`config.mk`:
```
export PLATFORM = sky130hd
export DESIGN_NAME = instr_sequencer
export DESIGN_NICKNAME = d
export VERILOG_FILES = /design/src/rtl/instr_sequencer.sv
export SDC_FILE = /design/constraint.sdc
export NUM_CORES = 1
export LEC_CHECK = 0
export CORE_MARGIN = 3
export CORE_UTILIZATION = 50
export DETAILED_ROUTE_END_ITERATION = 8
export HOLD_SLACK_MARGIN = 0.05
export PLACE_DENSITY = 0.86
export SETUP_SLACK_MARGIN = 0.3
export SLEW_MARGIN = 10
export SYNTH_ARGS = -nofsm -noshare
export SYNTH_HDL_FRONTEND = slang
export SYNTH_SLANG_ARGS = --single-unit
```
`constraint.sdc`:
```
create_clock -name clk -period 3.3 [get_ports clk]
set_input_delay 0.825 -clock clk [delete_from_list [all_inputs] [get_ports clk]]
set_output_delay 0.825 -clock clk [all_outputs]
set_load 0.02 [all_outputs]
```
`src/rtl/instr_sequencer.sv`:
```
// rtl/instr_sequencer.sv - fetch/decode/exec issue sequencer for the accumulator core.
// Optional 4-entry return stack for jmp/ret is enabled by defining RET_STACK_EN.
module instr_sequencer #(
  parameter int ADDR_W  = 10,
  parameter int INSTR_W = 16
) (
  input  logic               clk,
  input  logic               rst,
  output logic [ADDR_W-1:0]  imem_addr,
  output logic               imem_rd,
  input  logic [INSTR_W-1:0] imem_rdata,
  input  logic               imem_valid,
  output logic [5:0]         opcode,
  output logic [ADDR_W-1:0]  operand,
  input  logic [7:0]         ctrl,
  input  logic [3:0]         flags,
  output logic               alu_en,
  output logic               ext_en,
  output logic               mem_ld_en,
  output logic               acc_we,
  output logic               mem_st_en,
  output logic               halt,
  output logic               illegal
);

  typedef enum logic [1:0] {S_FETCH, S_DECODE, S_EXEC, S_HALT} state_e;

  state_e            state_q, state_d;
  logic [ADDR_W-1:0] pc_q, pc_d;
  logic [ADDR_W-1:0] operand_q, operand_d;
  logic [5:0]        opcode_q, opcode_d;
  logic              illegal_q, illegal_d;
  logic [ADDR_W-1:0] pc_inc, br_target;
  logic              cond, taken, fault;
`ifdef RET_STACK_EN
  logic [ADDR_W-1:0] stk_q [4];
  logic [ADDR_W-1:0] stk_d [4];
  logic [2:0]        sp_q, sp_d;
`endif

  assign imem_addr = pc_q;
  assign imem_rd   = (state_q == S_FETCH);
  assign opcode    = opcode_q;
  assign operand   = operand_q;
  assign halt      = (state_q == S_HALT);
  assign illegal   = illegal_q;

  // The operand is already ADDR_W wide, so a modular add is the sign-extended relative branch.
  always_comb begin
    pc_inc    = pc_q + ADDR_W'(1);
    br_target = ctrl[1] ? operand_q : pc_q + operand_q;
    case (opcode_q)
      6'd2:             cond = flags[3];
      6'd3:             cond = flags[2];
      6'd4:             cond = flags[1];
      6'd5:             cond = flags[0];
      6'd6, 6'd7, 6'd8: cond = 1'b1;
      default:          cond = 1'b0;
    endcase
    taken = ctrl[6] & cond;
  end

  always_comb begin
    state_d   = state_q;
    pc_d      = pc_q;
    opcode_d  = opcode_q;
    operand_d = operand_q;
    illegal_d = illegal_q;
    fault     = 1'b0;
    alu_en    = 1'b0;
    ext_en    = 1'b0;
    mem_ld_en = 1'b0;
    acc_we    = 1'b0;
    mem_st_en = 1'b0;
`ifdef RET_STACK_EN
    stk_d = stk_q;
    sp_d  = sp_q;
`endif
    case (state_q)
      S_FETCH: begin
        if (imem_valid) begin
          opcode_d  = imem_rdata[INSTR_W-1 -: 6];
          operand_d = imem_rdata[ADDR_W-1:0];
          state_d   = S_DECODE;
        end
      end
      S_DECODE: state_d = S_EXEC;
      S_EXEC: begin
        fault = (ctrl == 8'hFF);
        pc_d  = taken ? br_target : pc_inc;
`ifdef RET_STACK_EN
        if (!fault && opcode_q == 6'd7) begin
          if (sp_q == 3'd4) begin
            fault = 1'b1;
          end else begin
            stk_d[sp_q[1:0]] = pc_inc;
            sp_d             = sp_q + 3'd1;
          end
        end else if (!fault && opcode_q == 6'd8) begin
          if (sp_q == 3'd0) begin
            fault = 1'b1;
          end else begin
            pc_d = stk_q[sp_q[1:0] - 2'd1];
            sp_d = sp_q - 3'd1;
          end
        end
`else
        if (opcode_q == 6'd8) fault = 1'b1;
`endif
        // A faulting instruction leaves PC where it was and fires no strobes.
        if (fault) begin
          pc_d      = pc_q;
          illegal_d = 1'b1;
          state_d   = S_HALT;
        end else begin
          alu_en    = ctrl[5];
          ext_en    = ctrl[4];
          mem_ld_en = ctrl[3];
          acc_we    = ctrl[2];
          mem_st_en = (opcode_q == 6'd1);
          state_d   = S_FETCH;
        end
      end
      default: state_d = S_HALT;
    endcase
  end

  always_ff @(posedge clk) begin
    if (rst) begin
      state_q   <= S_FETCH;
      pc_q      <= '0;
      opcode_q  <= '0;
      operand_q <= '0;
      illegal_q <= 1'b0;
`ifdef RET_STACK_EN
      sp_q <= '0;
      for (int i = 0; i < 4; i++) stk_q[i] <= '0;
`endif
    end else begin
      state_q   <= state_d;
      pc_q      <= pc_d;
      opcode_q  <= opcode_d;
      operand_q <= operand_d;
      illegal_q <= illegal_d;
`ifdef RET_STACK_EN
      sp_q  <= sp_d;
      stk_q <= stk_d;
`endif
    end
  end

endmodule

```
# --- After elaboration in Yosys (flattened, before gate mapping) ---
# Cells that the tools add are included.
totals:
  register_bits: 29
  in_bits: 31
  output_inout_bits: 34
op_classes:
  add_sub_neg: 2
  n_eq_ne: 13
  mux: 18
  n_bitwise: 2
  reduce_logical: 5
ops:
  columns: ["cell", "count"]
  rows:
  - ["$eq A6 B3 Y1 const B", 4]
  - ["$mux W10", 2]
  - ["$eq A6 B2 Y1 const B", 2]
  - ["$mux W1", 12]
  - ["$add A10 B1 Y10 const B", 1]
  - ["$add A10 B10 Y10", 1]
  - ["$eq A8 B8 Y1 const B", 1]
  - ["$eq A6 B1 Y1 const B", 1]
  - ["$eq A6 B4 Y1 const B", 1]
  - ["$pmux W2 S3", 1]
  - ["$reduce_and A2 Y1", 3]
  - ["$pmux W1 S5", 1]
  - ["$eq A2 B2 Y1 const B", 2]
  - ["$mux W2", 2]
  - ["$reduce_or A3 Y1", 1]
  - ["$eq A2 B1 Y1 const B", 1]
  - ["$logic_not A2 Y1", 1]
  - ["$ne A2 B1 Y1 const B", 1]
  - ["$and A1 B1 Y1", 1]
  - ["$not A1 Y1", 1]

# --- Depth between registers and ports, before layout ---
logic_depth:
  depth_word: 5
  ltp_mapped: 8
  mapped_depth_nobuf: 8

# --- Worst setup path before layout ---
# Ideal clock, no wire load.
synth_timing:
  kind: "input-to-output"
  from: "input port ctrl[1]"
  to: "output port mem_st_en"
  arrival_time_ns: 2.213
  required_ns: 2.475
  setup_slack_ns: 0.262
  cell_stages: 5
  path_cell_list: "clkbuf_1 nand4_1 o221ai_2 buf_4 nor4b_1"
synth_between:
  elab_chain_len: 5
synth_lines:
  columns: ["element", "line", "text"]
  rows:
  - ["start, declared", "15", "input logic [7:0] ctrl,"]
  - ["$eq A8 B8 Y1", "89", "fault = (ctrl == 8'hFF);"]
  - ["$mux W1", "108", "if (opcode_q == 6'd8) fault = 1'b1;"]
  - ["$mux W1", "79", "case (state_q)"]
  - ["$mux W1", "111", "if (fault) begin"]
  - ["$mux W1", "79", null]
  - ["end, declared", "21", "output logic mem_st_en,"]
# Every way passes these cells. The select of a mux whose other input is x is not followed.

# --- Worst setup path in the final report ---
layout_timing:
  from: "input port ctrl[7]"
  to: "output port mem_ld_en"
layout_between:
  elab_chain_len: 5
layout_lines:
  columns: ["element", "line", "text"]
  rows:
  - ["$eq A8 B8 Y1", "89", null]
  - ["$mux W1", "108", null]
  - ["$mux W1", "79", null]
  - ["$mux W1", "111", null]
  - ["$mux W1", "79", null]
  - ["end, declared", "19", "output logic mem_ld_en,"]
# Every way passes these cells. The select of a mux whose other input is x is not followed.

==> results.json <==
{
  "finalNetCount": 376,
  "clk_latency_ps": 290,
  "synthDistinctLibCells": 52,
  "drt-pass1-iter-count": 4,
  "path_cells": "clkdlybuf4s50_1 > nand4_1 > o22ai_2 > nor2b_2 > and2_1 > buf_2",
  "cp_slowest_cell": "clkdlybuf4s50_1",
  "start_util": 0.534,
  "min_period_ps": 2920,
  "hpwl_mm": 4.31,
  "vdd_ir_drop_max_uv": 310,
  "fin_area_um2": 2820,
  "ctsHoldBuffers": 0,
  "post-route-drc-count": 0,
  "dpl-instance-area_um2": 2710,
  "setup_violations": 0,
  "async_reset_ff_frac": 0,
  "maxSlewViolCount": 0,
  "syn_area_per_cell_um2": 7.49,
  "cts_root_buffer": "clkbuf_8",
  "clock_skew_ps": 6.87,
  "hp-class": "flip-flop to flip-flop",
  "hold_slack_ps": 477,
  "synth_edf_count": 0,
  "cp.arrival_ps": 2090,
  "rsz0062_at_grt": "no",
  "grt_max_degree": 27,
  "max_freq_mhz": 343,
  "path_max_fanout": 5,
  "drt_iter0_drc": 168,
  "portBuffers": 64,
  "grt_pass1_vias": 2123,
  "criticalPathCategory": "input pin to primary output",
  "drv_cap": 0,
  "powerDensity_nw_per_um2": 336,
  "finalCritPeriodShare": 0.884,
  "detail_route.wl_per_cell_um": 15.1,
  "area_delta_synth_final_pct": 40.9,
  "cts_tree": "built",
  "crit_path_start_kind": "input pin",
  "power_switching_share": 0.297,
  "die_w_um": 69.2,
  "synth_ff_type": "dfxtp_1",
  "ant_nets": 0,
  "p_int_mw": 0.667,
  "layout-drive-gt1-share": 0.101,
  "wl_mm": 5.79,
  "worstMarginPinSlew_ps": 525,
  "ios": 65,
  "syn_nets": 309,
  "outcome": "finished clean",
  "path_clk_slew_ps": 60,
  "relSlewSlack": 0.645,
  "gp_congestion": 0.895,
  "grtUsageTotal": 0.243,
  "synth_seq_area_share": 0.290,
  "syn-cell-area_um2": 2000,
  "cts_buffers": 5,
  "seq_power_share": 0.414,
  "ys_warn_count": 0,
  "vias": 2198,
  "leakagePower_nw": 1.07,
  "grt-ovfl-total": 0,
  "cp_data_required_time_ps": 2470,
  "cts_buffer_depth": 2,
  "p_sw_mw": 0.281,
  "final_hold_viol_count": 0,
  "core_area_um2": 3740,
  "critical_path.top_delay_family": "buffers and inverters",
  "die_area_um2": 4790,
  "grt_pass1_wl_mm": 9.66,
  "cp_slowest_stage_delay_ps": 470,
  "clock_power_share": 0.346,
  "worst-path-buf-inv": 2,
  "routed_via_density": 5.74,
  "rows": 22,
  "fp.dieH_um": 69.2,
  "diodes": 0,
  "ys_ff_latch": 29,
  "h-tree-depth": 2,
  "end_kind": "primary output",
  "pwr-share-comb": 0.240,
  "synth_cells": 267,
  "clock-sinks": 29,
  "grt_antenna_before_repair": 0
}
[synth_stat cells (3+ instances only)]
master / instances / share of area
o21ai_0: 17 / 0.043
and3_1: 3 / 0.0094
nand4_1: 5 / 0.016
nand2b_1: 3 / 0.0094
mux2i_1: 3 / 0.015
nor4b_1: 5 / 0.022
nand2_1: 49 / 0.092
or3_1: 3 / 0.0094
inv_1: 4 / 0.0075
xnor2_1: 3 / 0.013
nor2b_1: 5 / 0.016
clkbuf_1: 10 / 0.019
and2_1: 6 / 0.019
nand3_1: 5 / 0.013
a211oi_1: 3 / 0.011
nor2_1: 17 / 0.032
ha_1: 10 / 0.063
dfxtp_1: 29 / 0.29
nor3b_1: 7 / 0.026
a21oi_1: 36 / 0.090
[placed cells by master (no fill, tap or decap), types with 5 or more instances in the layout]
cell type	count
a21oi_1	36
and2_1	5
buf_4	9
clkbuf_8	7
clkdlybuf4s50_1	57
dfxtp_1	29
ha_1	10
nand2_1	49
nand3_1	5
nand4_1	5
nor2_1	17
nor3b_1	6
o21ai_0	17
[timing repair]
action | in CTS | in global routing
buffers inserted | 0 | 1
setup endpoints to repair | 5 | 5
pin swaps | 2 | 2
gates resized for setup | 22 | 5
[cell type report]
type	count	area, um2
fill	312	927
inverter	4	15.0
sequential	29	581
timing repair buffer	72	683
clock inverter	1	5.00
tap	48	60.1
clock buffer	7	96.3
multi-input combinational	222	1380
[stage by stage]
stage	util	cells	setup TNS, ps	setup slack [ps]	power, mW
after floorplan	-	267	0	503	0.518
after CTS	0.749	382	0	337	0.951
after global placement	0.725	374	-302	-71.2	0.619
final	0.752	383	0	384	0.948
after global routing	0.752	383	0	278	0.992
after detailed placement	0.725	374	-330	-95.0	0.623
[power by group through the flow]
stage | clock network, mW | registers, mW | logic (mW)
6_report | 0.328 | 0.392 | 0.228
3_3_place_gp | 0 | 0.399 | 0.220
2_1_floorplan | 0 | 0.412 | 0.107
3_5_place_dp | 0 | 0.400 | 0.223
5_1_grt | 0.349 | 0.396 | 0.247
4_1_cts | 0.333 | 0.392 | 0.226
[worst reg2reg max path, stage by stage, from the launching register on]
cell and delay, ps:
dfxtp_1 380, ha_1 280, fa_1 420, a21oi_1 260, o211ai_1 160, mux2i_1 140
a2111oi_0 470, o21ai_0 150, a31o_2 220
[registers in the layout, summed over array words and instances (netlist names)]
signal and flops:
operand 10, illegal 1, opcode 6, imem_addr 10, state_q 2
[kinds of logic after synthesis]
family | after synthesis | synth area share
simple gates | 124 | 0.329
compound gates | 81 | 0.248
flops | 29 | 0.290
buf+inv | 16 | 0.0325
fa+ha+maj | 11 | 0.0726
xor+xnor | 3 | 0.0131
mux | 3 | 0.0150
[worst paths after layout]
kind | start | to | slack, ps | cells past startpoint
max | ctrl[7] | mem_ld_en | 380 | 6
min | illegal$_SDFFE_PP0P_ | illegal$_SDFFE_PP0P_ | 480 | 2
max reg2reg | imem_addr[0]$_SDFFE_PP0P_ | imem_addr[6]$_SDFFE_PP0P_ | 710 | 8
min reg2reg | illegal$_SDFFE_PP0P_ | illegal$_SDFFE_PP0P_ | 480 | 2
[per-layer routing]
metal	track usage	vias up	wire length, um
met5	0	-	0
met4	0.0738	0	76
met3	0.0551	9	318
met2	0.417	74	2890
met1	0.302	999	2500
li1	-	1116	-
Note: power is estimated with default switching activity, not from simulation.
